`config.mk`:
```
export PLATFORM = sky130hd
export DESIGN_NAME = frequency_timer_flat
export DESIGN_NICKNAME = d
export VERILOG_FILES = /design/src/rtl/frequency_timer_if.sv /design/src/rtl/frequency_timer.sv /design/src/flat_wrapper.sv
export SDC_FILE = /design/constraint.sdc
export NUM_CORES = 1
export LEC_CHECK = 0
export ABC_CLOCK_PERIOD_IN_PS = 3400
export BUFFER_PORTS_ARGS = -buffer_cell sky130_fd_sc_hd__buf_2
export CAP_MARGIN = 20
export CORE_MARGIN = 2
export CORE_UTILIZATION = 60
export CTS_CLUSTER_SIZE = 24
export DETAILED_ROUTE_END_ITERATION = 7
export GPL_TIMING_DRIVEN = 0
export PLACE_DENSITY = 0.82
export SYNTH_ARGS = -nofsm -noshare
export SYNTH_HDL_FRONTEND = slang
export SYNTH_SLANG_ARGS = --single-unit
```
`constraint.sdc`:
```
create_clock -name system_clock -period 3.4 [get_ports system_clock]
set_input_delay 0.34 -clock system_clock [delete_from_list [all_inputs] [get_ports system_clock]]
set_output_delay 0.34 -clock system_clock [all_outputs]
set_load 0.01 [all_outputs]
```
`src/rtl/frequency_timer_if.sv`:
```
// Bundle between the audio channel and its frequency timer: the channel
// drives the divide ratio, the timer returns the square wave and its count.
interface frequency_timer_if;
    logic [12:0] period;       // divide ratio in system clock cycles, 0 encodes 8192
    logic        timer_clock;  // registered square wave, one rising edge per period
    logic [12:0] count;        // current cycle counter, exposed for observation

    modport master (
        output period,
        input  timer_clock,
        input  count
    );

    modport slave (
        input  period,
        output timer_clock,
        output count
    );
endinterface

```
`src/rtl/frequency_timer.sv`:
```
// Programmable clock divider for the audio channels. Produces a square wave
// whose period P is a programmable number of system clock cycles: low for
// P - floor(P/2) cycles, then high for floor(P/2) cycles. The period input is
// sampled every cycle, so a new ratio takes effect on the very next edge.
//
// Interface handshake: there is no valid/ready pair; period is treated as
// always valid and is consumed on every rising edge of system_clock, and
// timer_clock/count are always valid outputs of registered state.
module frequency_timer (
    input  logic             system_clock,
    input  logic             reset,
    frequency_timer_if.slave tmr
);

    logic [13:0] p_eff;       // effective period, 14 bits so that 8192 fits
    logic [13:0] last_idx;    // P - 1, the wrap point of the counter
    logic [13:0] low_len;     // length of the low phase, P - floor(P/2)
    logic [12:0] count_q;
    logic [12:0] count_next;
    logic        timer_q;
    logic        timer_next;

    // Decode the effective period and compute next counter and output values.
    always_comb begin
        p_eff = {1'b0, tmr.period};
        if (tmr.period == 13'd0) begin
            p_eff = 14'd8192;
        end else if (tmr.period == 13'd1) begin
            // A period of one cycle cannot carry an edge; run as two instead.
            p_eff = 14'd2;
        end

        last_idx = p_eff - 14'd1;
        low_len  = p_eff - {1'b0, p_eff[13:1]};

        // Greater-or-equal also catches a count stranded above a newly shrunk period.
        if ({1'b0, count_q} >= last_idx) begin
            count_next = 13'd0;
        end else begin
            count_next = count_q + 13'd1;
        end

        timer_next = ({1'b0, count_next} >= low_len);
    end

    // Counter and output register; reset clears both without waiting for a clock.
    always_ff @(posedge system_clock or posedge reset) begin
        if (reset) begin
            count_q <= 13'd0;
            timer_q <= 1'b0;
        end else begin
            count_q <= count_next;
            timer_q <= timer_next;
        end
    end

    assign tmr.timer_clock = timer_q;
    assign tmr.count       = count_q;

endmodule

```
`src/flat_wrapper.sv`:
```
// flat-port wrapper written by rule: the top's interface ports become plain ports
module frequency_timer_flat 
  (system_clock, reset, tmr_period, tmr_timer_clock, tmr_count);
  frequency_timer_if tmr_i ();
  input  logic system_clock;
  input  logic reset;
  input wire logic [$bits(tmr_i.period)-1:0] tmr_period;
  output wire logic [$bits(tmr_i.timer_clock)-1:0] tmr_timer_clock;
  output wire logic [$bits(tmr_i.count)-1:0] tmr_count;
  assign tmr_i.period = tmr_period;
  assign tmr_timer_clock = tmr_i.timer_clock;
  assign tmr_count = tmr_i.count;
  frequency_timer u_core (.system_clock(system_clock), .reset(reset), .tmr(tmr_i));
endmodule
```
==> out/summary.txt, run 1 <==
Fin area -> 0.003478 mm2
Post-Route Utilization -> 87.59%
Critical-path top delay cell -> or4b_4
PwrDens -> 499.1 mW/mm2
Critical Path Max Stage Delay -> 0.48 ns
Total clock sinks -> 14
DR pass1 iterations -> 5
Family with the most delay on the worst path -> compound AO/OA/AOI/OAI gates
Port Buffers -> 26
Layout cells sized above 1 -> 33.15%
Largest net degree at the start of global routing -> 15
H-tree depth -> 1
Routed Antenna Nets -> 0
Final Max Slew Viols -> 0
Number of flops mapped to enable cells by yosys -> 0
Worst EP required -> 3.49 ns
# IOs -> 29
Yosys cell types -> 51
Synth Flop Type -> dfrtp_1
Seq cells post-synth -> 14
Most common cell after layout, fill and taps aside -> ha_1
CTS Buf Count -> 3
Status -> finished, violations left
Worst Path Arrival -> 5.44 ns
Clock Skews -> 0.005605 ns
Residual DRC count -> 0
Wire per inst -> 23.35 um
Fin crit period -> 5.352 ns
Worst Hold Class -> in -> async
Nets -> 443
Antenna violations before repair -> 1
Final Hold Fails -> 0
Cell Rows -> 23
Max Cap Viol -> 0
Core area -> 0.003971 mm2
Top cells by area, synth -> ha_1, dfrtp_1, xnor2_1, a21oi_1, inv_1
Failing checks -> negative setup slack
RSZ-0062 raised after global routing -> true
Chip width -> 68.02 um
CTS tree -> yes
Non-Filler Instances -> 421
Measured slew at the worst slew-check pin -> 0.9755 ns
Sequential share of the synthesized area -> 14.25%
Mean Syn Cell Area -> 8.114 um2
Synthesized cell area -> 0.002459 mm2
Warnings from Yosys -> 0
Buf+Inv Stages, Crit Path -> 4
Ys async rst share -> 100.0%
Peak supply drop -> 0.0003044 V
Filler Cell Count -> 160
Critical path class -> in -> reg
Total Wirelength -> 9829 um
Relative slew slack -> 34.74%
CP endpoint kind -> register
Vias in the first global route -> 2,387
Setup violators final -> 14
Leading area contributor after synthesis -> ha_1
Crit share post-route -> 157.4%
Vias per cell -> 7.121
LEAKAGE -> 1.604 nW
Via count -> 2,998
First-pass GRT wire length -> 11,050 um
Worst setup margin -> -1.952 ns
Placed instance area -> 0.002736 mm2
Syn_nets -> 374
Top library cells by usage in the layout, fill and taps aside -> ha_1, inv_1, buf_4, buf_2, xnor2_1
Clk Latency, worst-skew pair -> 0.26 ns
Pre-CTS setup slack -> -2.480 ns
Worst-path fanout max -> 7
Routability cong. -> 0.9281
Cts hold-fix bufs -> 0
Peak Freq -> 186.8 MHz
Starting density of the core -> 61.91%
Yosys top cell area share -> 27.99%
Area delta synth->final -> 41.48%
Global route overflow -> 0
Crit path launch type -> primary input
PnR Total Power -> 1.736 mW
Dpl cells -> 379
Crit path top cell by count -> ha_4
Die Y -> 68.02 um
GRT Util Overall -> 31.19%
CTS max path bufs -> 2
ANT cells -> 0
Clock root buffer -> clkbuf_8
Die area -> 0.004626 mm2
Clock slew at reported path FFs -> 0.07 ns
DP HPWL -> 4782 um
Initial drt markers -> 423
Syn Inst Count -> 303
==> synth_stat cells (3+ instances only) <==
cell type and n:
or3_1 4, nor4_1 4, ha_1 55, xor2_1 11, nand2_1 18, dfrtp_1 14
nand4_1 4, a21o_1 3, nor2b_1 5, inv_1 27, nor2_1 12, a211oi_1 6
a31oi_1 4, clkbuf_1 10, nor3_1 9, nand2b_1 4, a21oi_1 28, xnor2_1 21
o31ai_1 3, nand3_1 8, o21ai_0 15
==> sequential cells by signal, indices dropped and copies added, names as in the netlist <==
signal,flops
u_core.tmr.timer_clock,1
u_core.tmr.count,13
==> path summary, 6_finish.rpt <==
check	startpoint	to	slack, ns	depth (start not counted)
max	tmr_period[1]	u_core.tmr.timer_clock	-1.95	27
min	reset	u_core.tmr.count[1]	0.12	2
max reg2reg	u_core.tmr.count[0]	u_core.tmr.timer_clock	-0.22	16
min reg2reg	u_core.tmr.count[0]	u_core.tmr.count[0]	0.60	1
max in group asynchronous	reset	u_core.tmr.count[9]	2.91	2
min in group system_clock	u_core.tmr.count[0]	u_core.tmr.count[0]	0.60	1
==> cell families after synthesis <==
group                    count (synthesis)  share of synthesized area (%)
AND/OR/NAND/NOR                         81                          17.91
AO/OA/AOI/OAI                           79                          20.46
adder cells (fa/ha/maj)                 56                          28.80
buffers and inverters                   41                          7.176
XOR/XNOR                                32                          11.40
flip-flops                              14                          14.25
==> through the flow <==
stage               hold slack [ns]  TNS (ns)
CTS                          0.1403    -4.762
floorplan                    0.2292    -6.985
global route                 0.1836    -16.88
global placement             0.3965    -16.95
detailed placement           0.4015    -18.48
finish                       0.1165    -11.77
==> power by group <==
group	internal, mW	switching, mW
Clock	0.103	0.0742
Sequential	0.217	0.0919
Combinational	0.590	0.660
==> worst reg2reg max path, delay by kind of cell (launching register included) <==
family | cells | cell delay [ns]
buffers and inverters | 3 | 0.42
adders and majority gates | 2 | 0.63
DFF | 1 | 0.51
and+or+nand+nor | 4 | 0.75
AOI/OAI and AO/OA | 7 | 1.20
==> timing repair <==
action                                  4_1_cts  5_1_grt
gates resized for setup                      44       37
buffers inserted                             19       19
pin swaps                                    24       28
cloned                                        0        0
endpoints found under the setup margin       14       14
==> metal layers <==
layer  GRT usage (%)  routed length (um)
met5               0                   0
met4           11.50                 837
met3           1.316                1005
met2           55.34                4412
met1           39.72                3573
==> cell type report <==
type                    instances  area [um2]  area share (%)
clock buffers                   4       55.05           1.583
multi-input cells             248        2296           66.01
plain buffers                  14       86.33           2.482
repair buffers                 64       505.5           14.53
flip-flops and latches         14       350.3           10.07
well taps                      50       62.56           1.799
inverters                      27       122.6           3.525
No activity file was read; power rests on OpenSTA's default activity.
==> run 2: changes to the inputs <==
--- a/config.mk
+++ b/config.mk
@@ -8,12 +8,14 @@
 export ABC_CLOCK_PERIOD_IN_PS = 3400
 export BUFFER_PORTS_ARGS = -buffer_cell sky130_fd_sc_hd__buf_2
 export CAP_MARGIN = 20
+export CELL_PAD_IN_SITES_DETAIL_PLACEMENT = 1
+export CELL_PAD_IN_SITES_GLOBAL_PLACEMENT = 2
 export CORE_MARGIN = 2
-export CORE_UTILIZATION = 60
+export CORE_UTILIZATION = 35
 export CTS_CLUSTER_SIZE = 24
 export DETAILED_ROUTE_END_ITERATION = 7
 export GPL_TIMING_DRIVEN = 0
-export PLACE_DENSITY = 0.82
+export PLACE_DENSITY_LB_ADDON = 0.1
 export SYNTH_ARGS = -nofsm -noshare
 export SYNTH_HDL_FRONTEND = slang
 export SYNTH_SLANG_ARGS = --single-unit
==> out/summary.txt, run 2 (synthesis gave the netlist of run 1 again) <==
Final Hold Fails -> 0 (unchanged)
Die Y -> 87.81 um (was 68.02 um)
Peak Freq -> 209.5 MHz (was 186.8 MHz)
Failing checks -> negative setup slack (unchanged)
Total Wirelength -> 7559 um (was 9829 um)
Port Buffers -> 26 (unchanged)
Top library cells by usage in the layout, fill and taps aside -> ha_1, inv_1, buf_2, xnor2_1, buf_4 (was ha_1, inv_1, buf_4, buf_2, xnor2_1)
Family with the most delay on the worst path -> compound AO/OA/AOI/OAI gates (unchanged)
TNS Setup -> -4.395 ns (was -11.77 ns)
Cell Rows -> 30 (was 23)
CTS max path bufs -> 2 (unchanged)
Starting density of the core -> 36.19% (was 61.91%)
Max Cap Viol -> 0 (unchanged)
CTS Buf Count -> 3 (unchanged)
Final Max Slew Viols -> 0 (unchanged)
Peak supply drop -> 0.0001366 V (was 0.0003044 V)
Worst Hold Slack -> 0.1220 ns (was 0.1165 ns)
Buf+Inv Stages, Crit Path -> 3 (was 4)
Global route overflow -> 0 (unchanged)
First-pass GRT wire length -> 12,100 um (was 11,050 um)
Routability cong. -> 0.8245 (was 0.9281)
Worst Path Arrival -> 4.88 ns (was 5.44 ns)
Layout cells sized above 1 -> 27.25% (was 33.15%)
Via count -> 2,359 (was 2,998)
Most common cell after layout, fill and taps aside -> ha_1 (unchanged)
Met3 Resource Use GR -> 0.3770% (was 1.316%)
Critical Path Max Stage Delay -> 0.48 ns (about the same)
Clock slew at reported path FFs -> 0.06 ns (was 0.07 ns)
Setup violators final -> 14 (unchanged)
Critical path class -> in -> reg (unchanged)
Met2 global-route usage -> 36.02% (was 55.34%)
GRT busiest layer -> met2 (unchanged)
Die area -> 0.007711 mm2 (was 0.004626 mm2)
Crit share post-route -> 140.4% (was 157.4%)
DR pass1 iterations -> 4 (was 5)
Clk Latency, worst-skew pair -> 0.25 ns (was 0.26 ns)
Vias in the first global route -> 2,392 (was 2,387)
CP endpoint kind -> register (unchanged)
Routed Antenna Nets -> 0 (unchanged)
Fin crit period -> 4.774 ns (was 5.352 ns)
Worst setup margin -> -1.374 ns (was -1.952 ns)
Chip width -> 87.81 um (was 68.02 um)
Core area -> 0.006794 mm2 (was 0.003971 mm2)
Cts hold-fix bufs -> 0 (unchanged)
Critical-path top delay cell -> or4b_4 (unchanged)
Initial drt markers -> 38 (was 423)
Measured slew at the worst slew-check pin -> 0.6574 ns (was 0.9755 ns)
ANT cells -> 0 (unchanged)
Status -> finished, violations left (unchanged)
Wire per inst -> 16.72 um (was 23.35 um)
GRT Util Overall -> 20.10% (was 31.19%)
Worst-path fanout max -> 4 (was 7)
R2R depth -> 14 (was 16)
Pre-CTS setup slack -> -2.616 ns (was -2.480 ns)
LEAKAGE -> 1.503 nW (was 1.604 nW)
Largest net degree at the start of global routing -> 15 (unchanged)
Worst r2r src -> u_core.tmr.count[0] (unchanged)
RSZ-0062 raised after global routing -> true (unchanged)
# IOs -> 29 (unchanged)
CTS tree -> yes (unchanged)
Worst Hold Class -> in -> async (unchanged)
Reg-to-reg slack, setup -> 0.23 ns (was -0.22 ns)
Residual DRC count -> 0 (unchanged)
H-tree depth -> 1 (unchanged)
RR Endpoint -> u_core.tmr.timer_clock (unchanged)
Crit path launch type -> primary input (unchanged)
Antenna violations before repair -> 0 (was 1)
Clock root buffer -> clkbuf_8 (unchanged)
Met1 Use GR -> 27.16% (was 39.72%)
Nets -> 429 (was 443)
Total clock sinks -> 14 (unchanged)
Clock Skews -> 0.001158 ns (was 0.005605 ns)
PwrDens -> 392.7 mW/mm2 (was 499.1 mW/mm2)
Relative slew slack -> 55.60% (was 34.74%)
DP HPWL -> 6000 um (was 4782 um)
Max FFs per register -> 13 (unchanged)
Area delta synth->final -> 31.60% (was 41.48%)
Vias per cell -> 5.219 (was 7.121)
Worst EP required -> 3.50 ns (was 3.49 ns)
run 2: per-layer routing:
layer | vias to the layer above | share of wire (%)
li1 | 1189 | -
met1 | 1128 | 49
met2 | 34 | 48
met3 | 8 | 1.7
met4 | 0 | 1.4
met5 | - | 0
run 2: worst max-delay path by stage:
stage	endpoint	cells after the start	startpoint	slack, ns
floorplan	u_core.tmr.timer_clock	26	tmr_period[1]	-1.54
global placement	u_core.tmr.timer_clock	27	tmr_period[1]	-2.59
detailed placement	u_core.tmr.timer_clock	27	tmr_period[1]	-2.62
CTS	u_core.tmr.timer_clock	25	tmr_period[0]	-1.40
global route	u_core.tmr.timer_clock	27	tmr_period[0]	-1.62
finish	u_core.tmr.timer_clock	27	tmr_period[1]	-1.37
run 2: layout make-up:
| class | count | area, um2 |
|---|---|---|
| well taps | 96 | 120.1 |
| inverters | 27 | 122.6 |
| plain buffers | 14 | 95.09 |
| clock buffers | 3 | 41.29 |
| flip-flops and latches | 14 | 350.3 |
| fillers | 826 | 3558 |
| multi-input cells | 248 | 2150 |
| repair buffers | 50 | 356.6 |
run 2: power breakdown:
part	internal (mW)	switching [mW]
sequential	0.217	0.0821
clock	0.0784	0.0585
combinational	0.384	0.451
run 2: worst register-to-register path, stage by stage (launching register included):
cell       delay, ns
dfrtp_1         0.48
inv_1           0.07
ha_1            0.27
nand2b_1        0.10
a21oi_1         0.06
o21ai_0         0.23
nand4_1         0.18
a31oi_4         0.23
buf_8           0.18
a21oi_2         0.08
ha_1            0.34
a2111oi_2       0.38
o21ai_1         0.13
o32ai_2         0.21
a31oi_1         0.09
run 2: metrics by stage:
| stage | std cells | area (um2) | util (%) | total power [mW] |
|---|---|---|---|---|
| 2_1_floorplan | 303 | 2544 | - | 0.7627 |
| 3_3_place_gp | 425 | 2794 | 41.12 | 0.9587 |
| 3_5_place_dp | 425 | 2794 | 41.12 | 0.9896 |
| 4_1_cts | 443 | 3088 | 45.45 | 1.211 |
| 5_1_grt | 452 | 3236 | 47.62 | 1.401 |
| 6_report | 452 | 3236 | 47.62 | 1.271 |
run 2: repair_timing:
item                       4_1_cts  5_1_grt
pin swaps                       24        6
setup endpoints to repair       14       14
gates resized for setup         35       16
buffers inserted                15        9
cloned                           0        0
